==> config.mk <==
export PLATFORM = sky130hd
export DESIGN_NAME = core_c1_lsu_biu_flat
export DESIGN_NICKNAME = d
export VERILOG_FILES = /design/src/rtl/core_c1_lsu_biu_pkg.sv /design/src/rtl/core_c1_lsu_biu_if.sv /design/src/rtl/core_c1_lsu_biu_align.sv /design/src/rtl/core_c1_lsu_biu.sv /design/src/flat_wrapper.sv
export SDC_FILE = /design/constraint.sdc
export NUM_CORES = 1
export LEC_CHECK = 0
export BUFFER_PORTS_ARGS = -buffer_cell sky130_fd_sc_hd__buf_2
export CAP_MARGIN = 15
export CORE_MARGIN = 2
export CORE_UTILIZATION = 25
export DETAILED_ROUTE_END_ITERATION = 12
export PLACE_DENSITY_LB_ADDON = 0.25
export SLEW_MARGIN = 20
export SYNTH_ARGS = -nofsm -noshare
export SYNTH_HDL_FRONTEND = slang
export SYNTH_HIERARCHICAL = 1
export SYNTH_SLANG_ARGS = --single-unit
==> constraint.sdc <==
create_clock -name clk -period 5.6 [get_ports clk]
set_clock_uncertainty 0.2 [all_clocks]
set_input_delay 1.12 -clock clk [delete_from_list [all_inputs] [get_ports clk]]
set_output_delay 1.12 -clock clk [all_outputs]
set_load 0.05 [all_outputs]
==> src/rtl/core_c1_lsu_biu_pkg.sv <==
// Shared definitions for the core_c1 data-side bus interface unit:
// FSM state encoding and load/store size codes.
package core_c1_defines;

  typedef enum logic [1:0] {
    LSU_BIU_IDLE = 2'b00,
    LSU_BIU_REQ  = 2'b01,
    LSU_BIU_WAIT = 2'b10,
    LSU_BIU_DONE = 2'b11
  } lsu_biu_state_e;

  localparam logic [1:0] SIZE_B = 2'b00;
  localparam logic [1:0] SIZE_H = 2'b01;
  localparam logic [1:0] SIZE_W = 2'b10;

  // Size 2'b11 has no legal encoding, so it is always treated as misaligned.
  function automatic logic size_misaligned(input logic [1:0] size, input logic [1:0] addr_lo);
    logic bad;
    bad = 1'b1;
    case (size)
      SIZE_B:  bad = 1'b0;
      SIZE_H:  bad = addr_lo[0];
      SIZE_W:  bad = (addr_lo != 2'b00);
      default: bad = 1'b1;
    endcase
    return bad;
  endfunction

endpackage

==> src/rtl/core_c1_lsu_biu_if.sv <==
// Core data bus: valid/ready request channel plus a response channel.
interface core_c1_lsu_biu_if;
  logic        req_valid;
  logic        req_ready;
  logic [31:0] req_addr;
  logic        req_we;
  logic [3:0]  req_wstrb;
  logic [31:0] req_wdata;
  logic        rsp_valid;
  logic [31:0] rsp_rdata;
  logic        rsp_err;

  modport master (
    output req_valid, req_addr, req_we, req_wstrb, req_wdata,
    input  req_ready, rsp_valid, rsp_rdata, rsp_err
  );

  modport slave (
    input  req_valid, req_addr, req_we, req_wstrb, req_wdata,
    output req_ready, rsp_valid, rsp_rdata, rsp_err
  );
endinterface

==> src/rtl/core_c1_lsu_biu_align.sv <==
// Combinational lane logic: alignment check, store byte strobes and
// right-alignment of returned load data.
module core_c1_lsu_align
  import core_c1_defines::*;
(
  input  logic [1:0]  addr_lo,
  input  logic [1:0]  size,
  input  logic        we,
  input  logic [1:0]  rd_offset,
  input  logic [31:0] rdata,
  output logic        misalign,
  output logic [3:0]  wstrb,
  output logic [31:0] rdata_aligned
);

  always_comb begin
    misalign      = size_misaligned(size, addr_lo);
    wstrb         = 4'b0000;
    rdata_aligned = rdata >> {rd_offset, 3'b000};
    if (we) begin
      case (size)
        SIZE_B:  wstrb = 4'b0001 << addr_lo;
        SIZE_H:  wstrb = 4'b0011 << {addr_lo[1], 1'b0};
        SIZE_W:  wstrb = 4'b1111;
        default: wstrb = 4'b0000;
      endcase
    end
  end

endmodule

==> src/rtl/core_c1_lsu_biu.sv <==
// Data-side bus interface unit: one load/store per instruction becomes a
// request/response on the data bus, stalling execute until it completes.
module core_c1_lsu_biu
  import core_c1_defines::*;
#(
  parameter int unsigned TIMEOUT_CYCLES = 255,
  parameter int unsigned TO_CNT_W       = 8
) (
  input  logic               clk,
  input  logic               rst,
  input  logic               mem_valid,
  input  logic               mem_we,
  input  logic [31:0]        mem_addr,
  input  logic [31:0]        mem_wdata,
  input  logic [1:0]         mem_size,
  output logic               exu_pause,
  output logic [31:0]        lsu_load_data,
  output logic               lsu_misalign,
  output logic               lsu_bus_err,
  core_c1_lsu_biu_if.master  dbus
);

  localparam logic [TO_CNT_W-1:0] TO_LAST = TO_CNT_W'(TIMEOUT_CYCLES - 1);

  lsu_biu_state_e      state_q, state_d;
  logic                req_valid_q, req_valid_d;
  logic [31:0]         req_addr_q, req_addr_d;
  logic                req_we_q, req_we_d;
  logic [3:0]          req_wstrb_q, req_wstrb_d;
  logic [31:0]         req_wdata_q, req_wdata_d;
  logic [1:0]          offset_q, offset_d;
  logic [TO_CNT_W-1:0] to_cnt_q, to_cnt_d;
  logic [31:0]         load_data_q, load_data_d;
  logic                misalign_q, misalign_d;
  logic                bus_err_q, bus_err_d;

  logic                acc_misalign;
  logic [3:0]          acc_wstrb;
  logic [31:0]         rdata_aligned;

  core_c1_lsu_align u_align (
    .addr_lo       (mem_addr[1:0]),
    .size          (mem_size),
    .we            (mem_we),
    .rd_offset     (offset_q),
    .rdata         (dbus.rsp_rdata),
    .misalign      (acc_misalign),
    .wstrb         (acc_wstrb),
    .rdata_aligned (rdata_aligned)
  );

  // Error flags are only ever set on entry to DONE, so they pulse for exactly that cycle.
  always_comb begin
    state_d     = state_q;
    req_valid_d = req_valid_q;
    req_addr_d  = req_addr_q;
    req_we_d    = req_we_q;
    req_wstrb_d = req_wstrb_q;
    req_wdata_d = req_wdata_q;
    offset_d    = offset_q;
    to_cnt_d    = to_cnt_q;
    load_data_d = load_data_q;
    misalign_d  = 1'b0;
    bus_err_d   = 1'b0;

    case (state_q)
      LSU_BIU_IDLE: begin
        if (mem_valid) begin
          if (acc_misalign) begin
            state_d    = LSU_BIU_DONE;
            misalign_d = 1'b1;
          end else begin
            state_d     = LSU_BIU_REQ;
            req_valid_d = 1'b1;
            req_addr_d  = {mem_addr[31:2], 2'b00};
            req_we_d    = mem_we;
            req_wstrb_d = acc_wstrb;
            req_wdata_d = mem_wdata;
            offset_d    = mem_addr[1:0];
          end
        end
      end
      LSU_BIU_REQ: begin
        if (dbus.req_ready) begin
          state_d     = LSU_BIU_WAIT;
          req_valid_d = 1'b0;
          to_cnt_d    = '0;
        end
      end
      LSU_BIU_WAIT: begin
        // A response on the expiry cycle wins over the timeout.
        if (dbus.rsp_valid) begin
          state_d   = LSU_BIU_DONE;
          bus_err_d = dbus.rsp_err;
          if (!req_we_q) begin
            load_data_d = dbus.rsp_err ? 32'h0 : rdata_aligned;
          end
        end else if (to_cnt_q == TO_LAST) begin
          state_d     = LSU_BIU_DONE;
          bus_err_d   = 1'b1;
          load_data_d = 32'h0;
        end else begin
          to_cnt_d = to_cnt_q + 1'b1;
        end
      end
      LSU_BIU_DONE: state_d = LSU_BIU_IDLE;
      default:      state_d = LSU_BIU_IDLE;
    endcase
  end

  always_ff @(posedge clk or posedge rst) begin
    if (rst) begin
      state_q     <= LSU_BIU_IDLE;
      req_valid_q <= 1'b0;
      req_addr_q  <= 32'h0;
      req_we_q    <= 1'b0;
      req_wstrb_q <= 4'b0000;
      req_wdata_q <= 32'h0;
      offset_q    <= 2'b00;
      to_cnt_q    <= '0;
      load_data_q <= 32'h0;
      misalign_q  <= 1'b0;
      bus_err_q   <= 1'b0;
    end else begin
      state_q     <= state_d;
      req_valid_q <= req_valid_d;
      req_addr_q  <= req_addr_d;
      req_we_q    <= req_we_d;
      req_wstrb_q <= req_wstrb_d;
      req_wdata_q <= req_wdata_d;
      offset_q    <= offset_d;
      to_cnt_q    <= to_cnt_d;
      load_data_q <= load_data_d;
      misalign_q  <= misalign_d;
      bus_err_q   <= bus_err_d;
    end
  end

  // Pause depends on raw mem_valid only; the gated store enable downstream is not fed back.
  assign exu_pause      = mem_valid & (state_q != LSU_BIU_DONE);
  assign lsu_load_data  = load_data_q;
  assign lsu_misalign   = misalign_q;
  assign lsu_bus_err    = bus_err_q;
  assign dbus.req_valid = req_valid_q;
  assign dbus.req_addr  = req_addr_q;
  assign dbus.req_we    = req_we_q;
  assign dbus.req_wstrb = req_wstrb_q;
  assign dbus.req_wdata = req_wdata_q;

endmodule

==> src/flat_wrapper.sv <==
// flat-port wrapper written by rule: the top's interface ports become plain ports
module core_c1_lsu_biu_flat import core_c1_defines::*;
#(
  parameter int unsigned TIMEOUT_CYCLES = 255,
  parameter int unsigned TO_CNT_W       = 8
)
  (clk, rst, mem_valid, mem_we, mem_addr, mem_wdata, mem_size, exu_pause, lsu_load_data, lsu_misalign, lsu_bus_err, dbus_req_valid, dbus_req_addr, dbus_req_we, dbus_req_wstrb, dbus_req_wdata, dbus_req_ready, dbus_rsp_valid, dbus_rsp_rdata, dbus_rsp_err);
  core_c1_lsu_biu_if dbus_i ();
  input  logic clk;
  input  logic rst;
  input  logic mem_valid;
  input  logic mem_we;
  input  logic [31:0] mem_addr;
  input  logic [31:0] mem_wdata;
  input  logic [1:0] mem_size;
  output logic exu_pause;
  output logic [31:0] lsu_load_data;
  output logic lsu_misalign;
  output logic lsu_bus_err;
  output wire logic [$bits(dbus_i.req_valid)-1:0] dbus_req_valid;
  output wire logic [$bits(dbus_i.req_addr)-1:0] dbus_req_addr;
  output wire logic [$bits(dbus_i.req_we)-1:0] dbus_req_we;
  output wire logic [$bits(dbus_i.req_wstrb)-1:0] dbus_req_wstrb;
  output wire logic [$bits(dbus_i.req_wdata)-1:0] dbus_req_wdata;
  input wire logic [$bits(dbus_i.req_ready)-1:0] dbus_req_ready;
  input wire logic [$bits(dbus_i.rsp_valid)-1:0] dbus_rsp_valid;
  input wire logic [$bits(dbus_i.rsp_rdata)-1:0] dbus_rsp_rdata;
  input wire logic [$bits(dbus_i.rsp_err)-1:0] dbus_rsp_err;
  assign dbus_req_valid = dbus_i.req_valid;
  assign dbus_req_addr = dbus_i.req_addr;
  assign dbus_req_we = dbus_i.req_we;
  assign dbus_req_wstrb = dbus_i.req_wstrb;
  assign dbus_req_wdata = dbus_i.req_wdata;
  assign dbus_i.req_ready = dbus_req_ready;
  assign dbus_i.rsp_valid = dbus_rsp_valid;
  assign dbus_i.rsp_rdata = dbus_rsp_rdata;
  assign dbus_i.rsp_err = dbus_rsp_err;
  core_c1_lsu_biu #(.TIMEOUT_CYCLES(TIMEOUT_CYCLES), .TO_CNT_W(TO_CNT_W)) u_core (.clk(clk), .rst(rst), .mem_valid(mem_valid), .mem_we(mem_we), .mem_addr(mem_addr), .mem_wdata(mem_wdata), .mem_size(mem_size), .exu_pause(exu_pause), .lsu_load_data(lsu_load_data), .lsu_misalign(lsu_misalign), .lsu_bus_err(lsu_bus_err), .dbus(dbus_i));
endmodule
# Word-level counts from Yosys, hierarchy flattened

Index checks and enable logic that the tools add are counted.

$add $sub $neg: 1
Shift-type cells: 3
Reductions and logical operators: 11
Equality and inequality tests: 14
Muxes and demuxes: 27
Bitwise logic cells: 2

Operator list:

| operator                                                                | number |
|---|---|
| 32-bit 2-to-1 mux                                                       | 4 |
| 32-bit by 5-bit >> shifter with 32-bit output                           | 1 |
| 8-bit 2-to-1 mux                                                        | 3 |
| 8-bit case mux with 2 select lines                                      | 1 |
| 2-bit inequality test, second input constant                            | 7 |
| 4-bit case mux with 3 select lines                                      | 1 |
| 2-bit 2-to-1 mux                                                        | 5 |
| 1-bit 2-to-1 mux                                                        | 9 |
| 3-bit AND reduction                                                     | 3 |
| 8-bit by 1-bit adder with 8-bit output, second input constant           | 1 |
| 8-bit equality test, second input constant                              | 1 |
| 2-bit case mux with 4 select lines                                      | 1 |
| 4-bit AND reduction                                                     | 2 |
| 2-bit nonzero test                                                      | 4 |
| 2-bit equality test, second input constant                              | 3 |
| 2-bit by 1-bit equality test with 1-bit output, second input constant   | 2 |
| 2-bit logical NOT                                                       | 2 |
| 4-bit 2-to-1 mux                                                        | 1 |
| 1-bit by 2-bit left shift with 4-bit output, first input constant       | 1 |
| 2-bit by 2-bit left shift with 4-bit output, first input constant       | 1 |
| 3-bit by 2-bit inequality test with 1-bit output, second input constant | 1 |
| 1-bit case mux with 3 select lines                                      | 1 |
| 1-bit case mux with 2 select lines                                      | 1 |
| 1-bit AND                                                               | 1 |
| 1-bit inverter                                                          | 1 |

Input bits: 105
Word-level logic and storage cells: 69
Output and inout port bits: 105
Register bits after elaboration: 114

# Longest topological paths before layout

Gate-level depths: netlist of run 1.

Word-level depth: 5
Mapped depth: 7
Depth with buffers taken out: 6

# Cells and area by module

Netlist of run 1, hierarchy kept.

Modules (own cells, without submodules):

| module            | area an instance (µm²) | seq. area each (µm²) | cells each | times used |
|---|---|---|---|---|
| core_c1_lsu_biu   | 4531.8                 | 2852.7               | 302        | 1 |
| core_c1_lsu_align | 611.8                  | 0.0                  | 98         | 1 |

# Least setup slack after synthesis of run 1

No wires, ideal clock.

Path type: input to output
From: input port mem_valid
To: output port exu_pause
Cell stages on the path: 2
Data required time: 4.280 ns
Arrival: 1.829 ns
Setup slack: 2.451 ns
Path through: inv_1 nor2_1

Cells in the longest elaborated chain, start to end: 1

RTL lines:

| what        | line                   | source |
|---|---|---|
| from (decl) | flat_wrapper.sv:11     | `input logic mem_valid;` |
| 1-bit AND   | core_c1_lsu_biu.sv:140 | `assign exu_pause = mem_valid & (state_q != LSU_BIU_DONE);` |
| to (decl)   | flat_wrapper.sv:16     | `output logic exu_pause;` |

Every way passes these cells.

# Final worst setup path of run 1

Same ends and word-level chain as after synthesis.

==> results of run 1 <==
[metal layers]
layer | GRT usage, % | wire length (um)
met4 | 4.42 | 187
met5 | 0 | 0
met2 | 21.2 | 7000
met3 | 4.07 | 825
met1 | 15.8 | 6080
[state kept, by name, indices dropped and copies added (netlist names)]
register and count:
u_core/to_cnt_q 8, u_core/offset_q 2, u_core/lsu_misalign 1, u_core/dbus.req_valid 1
u_core/lsu_bus_err 1, u_core/dbus.req_wstrb 4, u_core/dbus.req_wdata 32, u_core/dbus.req_we 1
u_core/state_q 2, u_core/dbus.req_addr 30, u_core/lsu_load_data 32
[cells in the final DEF (no fill, tap or decap), types with 3 or more instances in the layout]
master / n
buf_2: 207
dfrtp_1: 114
mux2_2: 69
a22o_1: 33
mux2i_1: 18
clkbuf_16: 17
nand2_1: 17
nor2_1: 16
a21oi_1: 15
and2_1: 9
a211oi_1: 8
o21ai_1: 8
clkinv_2: 6
nor2b_1: 6
inv_1: 6
and2b_1: 6
ha_1: 6
nand3_1: 5
o21ai_0: 5
buf_4: 5
nor3_1: 3
[cell families after synthesis]
family	Yosys count	synth area share, %
fa+ha+maj	6	1.46
other cells	1	0.0729
simple gates	76	8.17
mux	87	18.6
buf+inv	34	4.16
flops	114	55.5
compound gates	82	12.1
[through the flow]
step,hold slack (ns),setup slack [ns]
2_1_floorplan,0.274,1.26
3_3_place_gp,0.280,2.25
3_5_place_dp,0.280,2.18
4_1_cts,0.297,2.54
5_1_grt,0.311,2.48
6_report,0.297,2.53
[power groups by stage]
stage	clock (W)	sequential (W)	combinational, W
after floorplan	0	0.00268	0.000805
after global placement	0	0.00144	0.00263
after detailed placement	0	0.00146	0.00266
after CTS	0.00108	0.00145	0.00266
after global routing	0.00111	0.00150	0.00277
final	0.00104	0.00144	0.00264
[path summary, 6_finish.rpt]
| check | endpoint | cells past startpoint | startpoint |
|---|---|---|---|
| max | exu_pause | 4 | mem_valid |
| min reg2reg | u_core/lsu_load_data[12]$_DFFE_PP0P_ | 1 | u_core/lsu_load_data[12]$_DFFE_PP0P_ |
| max in group asynchronous | u_core/dbus.req_wdata[21]$_DFFE_PP0P_ | 3 | rst |
| min in group asynchronous | u_core/lsu_load_data[17]$_DFFE_PP0P_ | 2 | rst |
| min | u_core/lsu_load_data[12]$_DFFE_PP0P_ | 1 | u_core/lsu_load_data[12]$_DFFE_PP0P_ |
| max reg2reg | u_core/dbus.req_addr[5]$_DFFE_PP0P_ | 4 | u_core/state_q[0]$_DFFE_PP0P_ |
[area by class of cell]
class,count,area share [%]
clock buffers,20,6.43
clock inverters,11,1.64
inverters,7,0.414
multi-input cells,253,30.1
flip-flops and latches,114,41.1
well taps,270,4.86
repair buffers,212,15.5
[worst max-delay path, stage by stage]
cell and delay [ns]:
buf_2 0.12, inv_1 0.08, nor2_1 0.14, buf_2 0.28
==> metrics.cfg, run 1 <==
[status]
status = finished clean

[routing]
num_vias = 3996
via_per_inst = 4.51
dr.pass1.iters = 4
drt-total-wl_mm = 14.1
postRouteAntennaNets = 0
routedWlPerCell_um = 15.9
drc = 0
drt_iter0_markers = 156

[logic_synthesis]
postSynth.asyncResetShare_pct = 100
synth_edf_count = 0
yosysMostFrequentCell = dfrtp_1
synth_top_area_share_pct = 55.5
synthFlopType = dfrtp_1
synth_top_area_cell = dfrtp_1
synthDistinctLibCells = 43
synth-warning-count = 6
post_synth.cell_area_avg_um2 = 12.9
synth.area.top_cells = dfrtp_1 55%, mux2_2 15%, a22o_1 5.6%
synth_common_cells = 114 x dfrtp_1, 69 x mux2_2, 33 x a22o_1
syn_inst = 400
synth-seq-cells = 114
yosysSeqAreaShare_pct = 55.5
syn_area_um2 = 5140

[layout]
instances_no_fill = 887
final-seq-area_um2 = 2850
drive_above_1_share_pct = 52.0
postLayoutCellArea_um2 = 6940
syn2layout_area_growth_pct = 35.0
fin_nets = 716
utilization_pct = 34.3
antenna_cells = 0
nFillCells = 2082
multiInputGateArea_um2 = 2090

[worst_setup_path]
required_ns = 4.28
worstPathArrival_ns = 1.75
crit_fanout = 4
reg2reg_slack_ns = 3.02
critical_path_class = primary input to primary output
cp-start-kind = primary input
cp-end-kind = primary output

[grt]
grt_max_degree = 70
grt_overflow = 0
grt_pass1_vias = 4151
antenna_found_initial = 0
track_usage_pct = 12.8
grt_pass1_wl_mm = 21.7

[clock_network]
cts_tree = built
cts_sinks = 114
root_buffer = clkbuf_16
clkTransAtPathRegs_ns = 0.06
cts_buffers = 17
ctsResizeCount = 0
clk_path_buf_depth = 2
cts_max_level = 4
cts_setup_buffers = 0
cts_hold_buf = 0
worstSkewPairLatency_ns = 0.41

[pwr]
p_leak_nw = 3.56
power.density_nw_per_um2 = 737
p_clk_share_pct = 20.3
power_w = 0.00512
power_frac_seq_pct = 28.2
p_int_w = 0.00261
swShare_pct = 49.0
p_switching_w = 0.00251
power_frac_comb_pct = 51.5
vdd_drop_max_mv = 0.396

[sta]
finalSetupViolCount = 0
slew_headroom_pct = 34.5
hold_violations = 0
period_share_pct = 54.9
tightest_slew_ns = 0.982
period_needed_ns = 3.07
maxSlewViolCount = 0
setup_tns_ns = 0
fmax_ghz = 0.325
rsz0062_at_grt = no

[floorplan]
ios = 210
rows = 52
start_util_pct = 25.4
core_area_um2 = 20200
die_area_um2 = 21700
die_w_um = 147
die_h_um = 147

[placement]
detailed_place_hpwl_mm = 10.1
numPlacedInstances = 856
numPortBuffers = 207
gp_congestion = 0.762
dpl-instance-area_um2 = 6380

[run]
maxCapViolations = 0

[hold_path]
hold_class = flip-flop to flip-flop

Note: power is estimated with default switching activity, not from simulation.
==> run 2: changes to the inputs <==
==> constraint.sdc (replaced) <==
create_clock -name clk -period 2.62 [get_ports clk]
set_clock_uncertainty 0.2 [all_clocks]
set_input_delay 0.524 -clock clk [delete_from_list [all_inputs] [get_ports clk]]
set_output_delay 0.524 -clock clk [all_outputs]
set_load 0.05 [all_outputs]
==> metrics.cfg, run 2 (synthesis gave the netlist of run 1 again) <==
[worst_setup_path]
worstPathArrival_ns = 1.40  ; -0.35 ns
critical_path_class = flip-flop to primary output
crit_fanout = 3  ; -1
required_ns = 1.90  ; -2.38 ns
cp-end-kind = primary output
cp-start-kind = flip-flop
r2r_cells = 6  ; +2

[layout]
antenna_cells = 0  ; unchanged
fin_nets = 720  ; +0.56%
syn2layout_area_growth_pct = 36.1
drive_above_1_share_pct = 52.2  ; +0.16 points
nFillCells = 2058  ; -1.2%
layout_commonest_cell = buf_2
layout_common_cells = 207 x buf_2, 114 x dfrtp_1, 69 x mux2_2

[clock_network]
clkTransAtPathRegs_ns = 0.05  ; about the same
cts_max_level = 4  ; unchanged
root_buffer = clkbuf_16
cts_buffers = 17  ; unchanged
ctsResizeCount = 0  ; unchanged
worstSkewPairLatency_ns = 0.41  ; about the same
cts_tree = built
cts_sinks = 114  ; unchanged
cts_hold_buf = 0  ; unchanged
cts_setup_buffers = 0  ; unchanged
clk_path_buf_depth = 2  ; unchanged

[sta]
rsz0062_at_grt = no
period_needed_ns = 2.13
fmax_ghz = 0.470
tightest_slew_ns = 0.813  ; -0.169 ns
hold_violations = 0  ; unchanged
finalSetupViolCount = 0  ; unchanged
setup_tns_ns = 0  ; unchanged
period_share_pct = 81.2
fin_ws_ns = 0.494  ; -2.03 ns
slew_headroom_pct = 45.8  ; +11 points
holdWs_ns = 0.112  ; -0.185 ns
maxSlewViolCount = 0  ; unchanged

[routing]
routedWlPerCell_um = 15.5  ; -2.3%
num_vias = 3985  ; -0.28%
dr.pass1.iters = 4  ; unchanged
postRouteAntennaNets = 0  ; unchanged
drt_iter0_markers = 182  ; +17%
drc = 0  ; unchanged
via_per_inst = 4.49  ; -0.28%
drt-total-wl_mm = 13.8  ; -2.3%

[run]
maxCapViolations = 0  ; unchanged

[grt]
grt_pass1_vias = 4181  ; +0.72%
grt_overflow = 0  ; unchanged
antenna_found_initial = 0  ; unchanged
grt_max_degree = 115  ; +64%
track_usage_pct = 12.7  ; -0.036 points
grt_pass1_wl_mm = 21.9  ; +0.76%

[floorplan]
ios = 210  ; unchanged
die_w_um = 147  ; unchanged
rows = 52  ; unchanged
die_area_um2 = 21700  ; unchanged
start_util_pct = 25.4  ; unchanged
core_area_um2 = 20200  ; unchanged
die_h_um = 147  ; unchanged

[status]
status = finished clean

[hold_path]
hold_class = primary input to asynchronous set/reset pin

[pwr]
power.density_nw_per_um2 = 1570  ; +110%
p_leak_nw = 3.59  ; +0.82%
power_w = 0.0110  ; +110%
vdd_drop_max_mv = 0.651  ; +64%

[placement]
dp_slack_ns = 0.302  ; -1.87 ns
gp_congestion = 0.811  ; +6.6%
detailed_place_hpwl_mm = 9.92  ; -2.1%
numPortBuffers = 207  ; unchanged

## run 2: per-layer routing
layer / up-vias / global-route usage, % / wire length [um]
met3: 22 / 4.63 / 868
met4: 0 / 5.29 / 336
li1: 1865 / - / -
met2: 146 / 19.9 / 6580
met1: 1952 / 16.1 / 5980
met5: - / 0 / 0
## run 2: worst paths after layout
| check | endpoint | startpoint | slack (ns) |
|---|---|---|---|
| setup / recovery | exu_pause | u_core/state_q[0]$_DFFE_PP0P_ | 0.49 |
| hold / removal | u_core/dbus.req_addr[12]$_DFFE_PP0P_ | rst | 0.11 |
| setup reg to reg | u_core/to_cnt_q[7]$_DFFE_PP0P_ | u_core/state_q[0]$_DFFE_PP0P_ | 0.58 |
| hold reg to reg | u_core/lsu_load_data[28]$_DFFE_PP0P_ | u_core/lsu_load_data[28]$_DFFE_PP0P_ | 0.29 |
| max in group asynchronous | u_core/dbus.req_wdata[29]$_DFFE_PP0P_ | rst | 1.66 |
| min in group clk | u_core/dbus.req_wdata[27]$_DFFE_PP0P_ | mem_wdata[27] | 0.15 |
## run 2: worst max-delay path: stages (launching register included)
cell and delay, ns:
dfrtp_1 0.40, ha_1 0.21, nor2_1 0.11, buf_2 0.28
## run 2: final cells by class
| cell class | instances | area (um^2) | area share (%) |
|---|---|---|---|
| clock inverter | 6 | 82.6 | 1.18 |
| sequential | 114 | 2850 | 40.7 |
| clock buffer | 21 | 480 | 6.86 |
| timing repair buffer | 216 | 1130 | 16.1 |
| inverter | 7 | 30.0 | 0.429 |
| multi-input combinational | 253 | 2090 | 29.8 |
| tap | 270 | 338 | 4.82 |
## run 2: power breakdown
part | internal [W] | leakage, nW | total, W | switching (W)
clock | 0.00147 | 0.278 | 0.00223 | 0.000762
combinational | 0.00161 | 1.89 | 0.00564 | 0.00403
sequential | 0.00259 | 1.43 | 0.00310 | 0.000508
## run 2: through the flow
step / instances / util (%) / instance area [um^2]
global placement: 860 / 31.8 / 6440
CTS: 887 / 34.6 / 7000
floorplan: 401 / - / 5150
finish: 887 / 34.6 / 7000
global route: 887 / 34.6 / 7000
detailed placement: 860 / 31.8 / 6440
==> run 3: changes to the inputs <==
--- a/config.mk
+++ b/config.mk
@@ -5,6 +5,7 @@
 export SDC_FILE = /design/constraint.sdc
 export NUM_CORES = 1
 export LEC_CHECK = 0
+export ABC_AREA = 1
 export BUFFER_PORTS_ARGS = -buffer_cell sky130_fd_sc_hd__buf_2
 export CAP_MARGIN = 15
 export CORE_MARGIN = 2
==> constraint.sdc (replaced) <==
create_clock -name clk -period 1.75 [get_ports clk]
set_clock_uncertainty 0.2 [all_clocks]
set_input_delay 0.35 -clock clk [delete_from_list [all_inputs] [get_ports clk]]
set_output_delay 0.35 -clock clk [all_outputs]
set_load 0.05 [all_outputs]
==> metrics.cfg, run 3 <==
[clock_network]
clk_path_buf_depth = 2  ; unchanged
cts_tree = built
cts_max_level = 4  ; unchanged
worstSkewPairLatency_ns = 0.42  ; about the same
clkTransAtPathRegs_ns = 0.07  ; +0.02 ns
root_buffer = clkbuf_16
cts_sinks = 114  ; unchanged
cts_buffers = 17  ; unchanged

[floorplan]
rows = 54  ; +3.8%
die_area_um2 = 23800  ; +9.4%
die_h_um = 154  ; +4.6%
die_w_um = 154  ; +4.6%
core_area_um2 = 22000  ; +8.5%
start_util_pct = 25.7  ; +0.26 points
ios = 210  ; unchanged

[grt]
antenna_found_initial = 0  ; unchanged
grt_overflow = 0  ; unchanged
grt_max_degree = 78  ; -32%
track_usage_pct = 15.0  ; +2.2 points
grt_pass1_wl_mm = 28.0  ; +28%
grt_pass1_vias = 5295  ; +27%

[placement]
gp_congestion = 0.767  ; -5.5%
detailed_place_hpwl_mm = 11.2  ; +13%
numPortBuffers = 207  ; unchanged
numPlacedInstances = 1058  ; +23%
dpl-instance-area_um2 = 7170  ; +11%

[hold_path]
worstHoldEndpoint = u_core/dbus.req_we$_DFFE_PP0P_
holdPathStages = 2
hold_class = primary input to flip-flop
min_from = mem_we

[layout]
layout_common_cells = 206 x buf_2, 118 x nand2_1, 114 x dfrtp_1
layout_commonest_cell = buf_2
postLayoutCellArea_um2 = 8990  ; +28%
syn2layout_area_growth_pct = 59.5
antenna_cells = 0  ; unchanged
instances_no_fill = 1172  ; +32%
drive_above_1_share_pct = 51.2  ; -0.95 points
nFillCells = 2146  ; +4.3%
fin_nets = 990  ; +38%
utilization_pct = 41.0  ; +6.4 points

[logic_synthesis]
syn_area_um2 = 5640  ; +9.6%
postSynth.asyncResetShare_pct = 100  ; unchanged
synth_edf_count = 0  ; unchanged
synth-warning-count = 6  ; unchanged
synthFlopType = dfrtp_1
synth-seq-cells = 114  ; unchanged
synth_common_cells = 128 x nand2_1, 114 x dfrtp_1, 69 x mux2_2
synthDistinctLibCells = 29  ; -33%
syn_inst = 562  ; +41%
post_synth.cell_area_avg_um2 = 10.0  ; -22%
synth_top_area_cell = dfrtp_1
synth.area.top_cells = dfrtp_1 51%, mux2_2 14%, nand2_1 8.5%
yosysSeqAreaShare_pct = 50.6  ; -4.9 points
yosysMostFrequentCell = nand2_1
synth_top_area_share_pct = 50.6  ; -4.9 points

[routing]
drc = 0  ; unchanged
num_vias = 5088  ; +28%
postRouteAntennaNets = 0  ; unchanged
dr.pass1.iters = 5  ; +1
drt_iter0_markers = 184  ; +1.1%
via_per_inst = 4.34  ; -3.4%
drt-total-wl_mm = 17.4  ; +26%
routedWlPerCell_um = 14.9  ; -4.3%

[worst_setup_path]
r2r-end = u_core/dbus.req_wdata[17]$_DFFE_PP0P_
critical_path_class = flip-flop to primary output
crit_cells = 4  ; +1
reg2reg_slack_ns = -0.06  ; -0.64 ns
worstPathArrival_ns = 1.32  ; -0.08 ns
cpMostUsedCell = buf_6
crit_chain = buf_6 > ha_4 > nor2_4 > buf_6
slowest_stage = dfrtp_1
cp_top_family = flip-flops
critPathBufInv = 2  ; +1
cp-end-kind = primary output
r2r_start = u_core/state_q[1]$_DFFE_PP0P_
r2r_cells = 8  ; +2
required_ns = 1.20  ; -0.70 ns
cp-start-kind = flip-flop
crit_fanout = 2  ; -1
cpPeakStageDelay_ns = 0.39  ; about the same

[pwr]
p_leak_nw = 4.46  ; +24%
vdd_drop_max_mv = 1.32  ; +100%
power.density_nw_per_um2 = 1980  ; +26%
power_w = 0.0178  ; +62%

[sta]
period_needed_ns = 1.87
fin_ws_ns = -0.118  ; -0.611 ns
rsz0062_at_grt = yes
period_share_pct = 107
maxSlewViolCount = 0  ; unchanged
setup_tns_ns = -2.40  ; -2.40 ns
hold_violations = 0  ; unchanged
finalSetupViolCount = 70  ; +70
fmax_ghz = 0.535

[run]
maxCapViolations = 0  ; unchanged

[status]
violations = setup timing
status = complete, but fails checks

[run 3: logic make-up (layout without fill, tap and decap cells)]
family / after synthesis / count (layout) / share of synthesized area, %
AOI/OAI and AO/OA: 80 / 80 / 10.4
adders and majority gates: 6 / 6 / 1.33
buffers and inverters: 71 / 400 / 7.32
DFF: 114 / 114 / 50.6
muxes: 69 / 69 / 13.8
other: 1 / 2 / 0.0665
and+or+nand+nor: 221 / 221 / 16.5
[run 3: stage by stage]
step	hold WS, ns	setup WS, ns
2_1_floorplan	0.271	-0.185
3_3_place_gp	0.254	-0.196
3_5_place_dp	0.255	-0.199
4_1_cts	0.0526	-0.143
5_1_grt	0.0625	-0.173
6_report	0.0499	-0.118
[run 3: worst reg2reg max path, cell delays in order (launching register included)]
cell and delay, ns:
dfrtp_1 0.39, inv_1 0.09, ha_2 0.19, inv_2 0.05
nor2_4 0.09, nand2_4 0.11, buf_12 0.15, buf_16 0.14
mux2_2 0.28
[run 3: how the worst max path moves through the flow]
stage               slack [ns]                                   end                          start
global placement         -0.20  u_core/dbus.req_wdata[5]$_DFFE_PP0P_                    mem_size[0]
CTS                      -0.14                             exu_pause  u_core/state_q[1]$_DFFE_PP0P_
detailed placement       -0.20   u_core/dbus.req_addr[6]$_DFFE_PP0P_                    mem_size[0]
global route             -0.17                             exu_pause  u_core/state_q[1]$_DFFE_PP0P_
floorplan                -0.19  u_core/dbus.req_addr[10]$_DFFE_PP0P_                            rst
finish                   -0.12                             exu_pause  u_core/state_q[1]$_DFFE_PP0P_
[run 3: layout make-up]
class	count	area (um^2)	area share [%]
clock buffer	17	425	4.73
clock inverter	15	185	2.06
inverter	42	166	1.85
multi-input combinational	378	2610	29.0
sequential	114	2850	31.7
tap	280	350	3.89
timing repair buffer	326	2400	26.7
[run 3: what timing repair did]
item,in CTS,in global routing
cloned,5,3
endpoints found under the setup margin,80,113
buffers inserted,9,3
resized for setup,32,41
hold buffers,63,0
pin swaps,4,5
endpoints found under the hold margin,176,0
[run 3: metal layers]
layer,routed length [um],up-vias,GRT usage [%]
met5,0,-,0
met4,237,0,4.76
met3,1390,17,5.35
met2,8320,208,24.8
met1,7460,2396,18.3
li1,-,2467,-
[run 3: report_power, final]
| group | switching [W] | internal [W] | leakage, nW |
|---|---|---|---|
| Clock | 0.00149 | 0.00217 | 0.299 |
| Sequential | 0.000711 | 0.00376 | 1.44 |
| Combinational | 0.00652 | 0.00312 | 2.72 |
| Total | 0.00872 | 0.00905 | 4.46 |
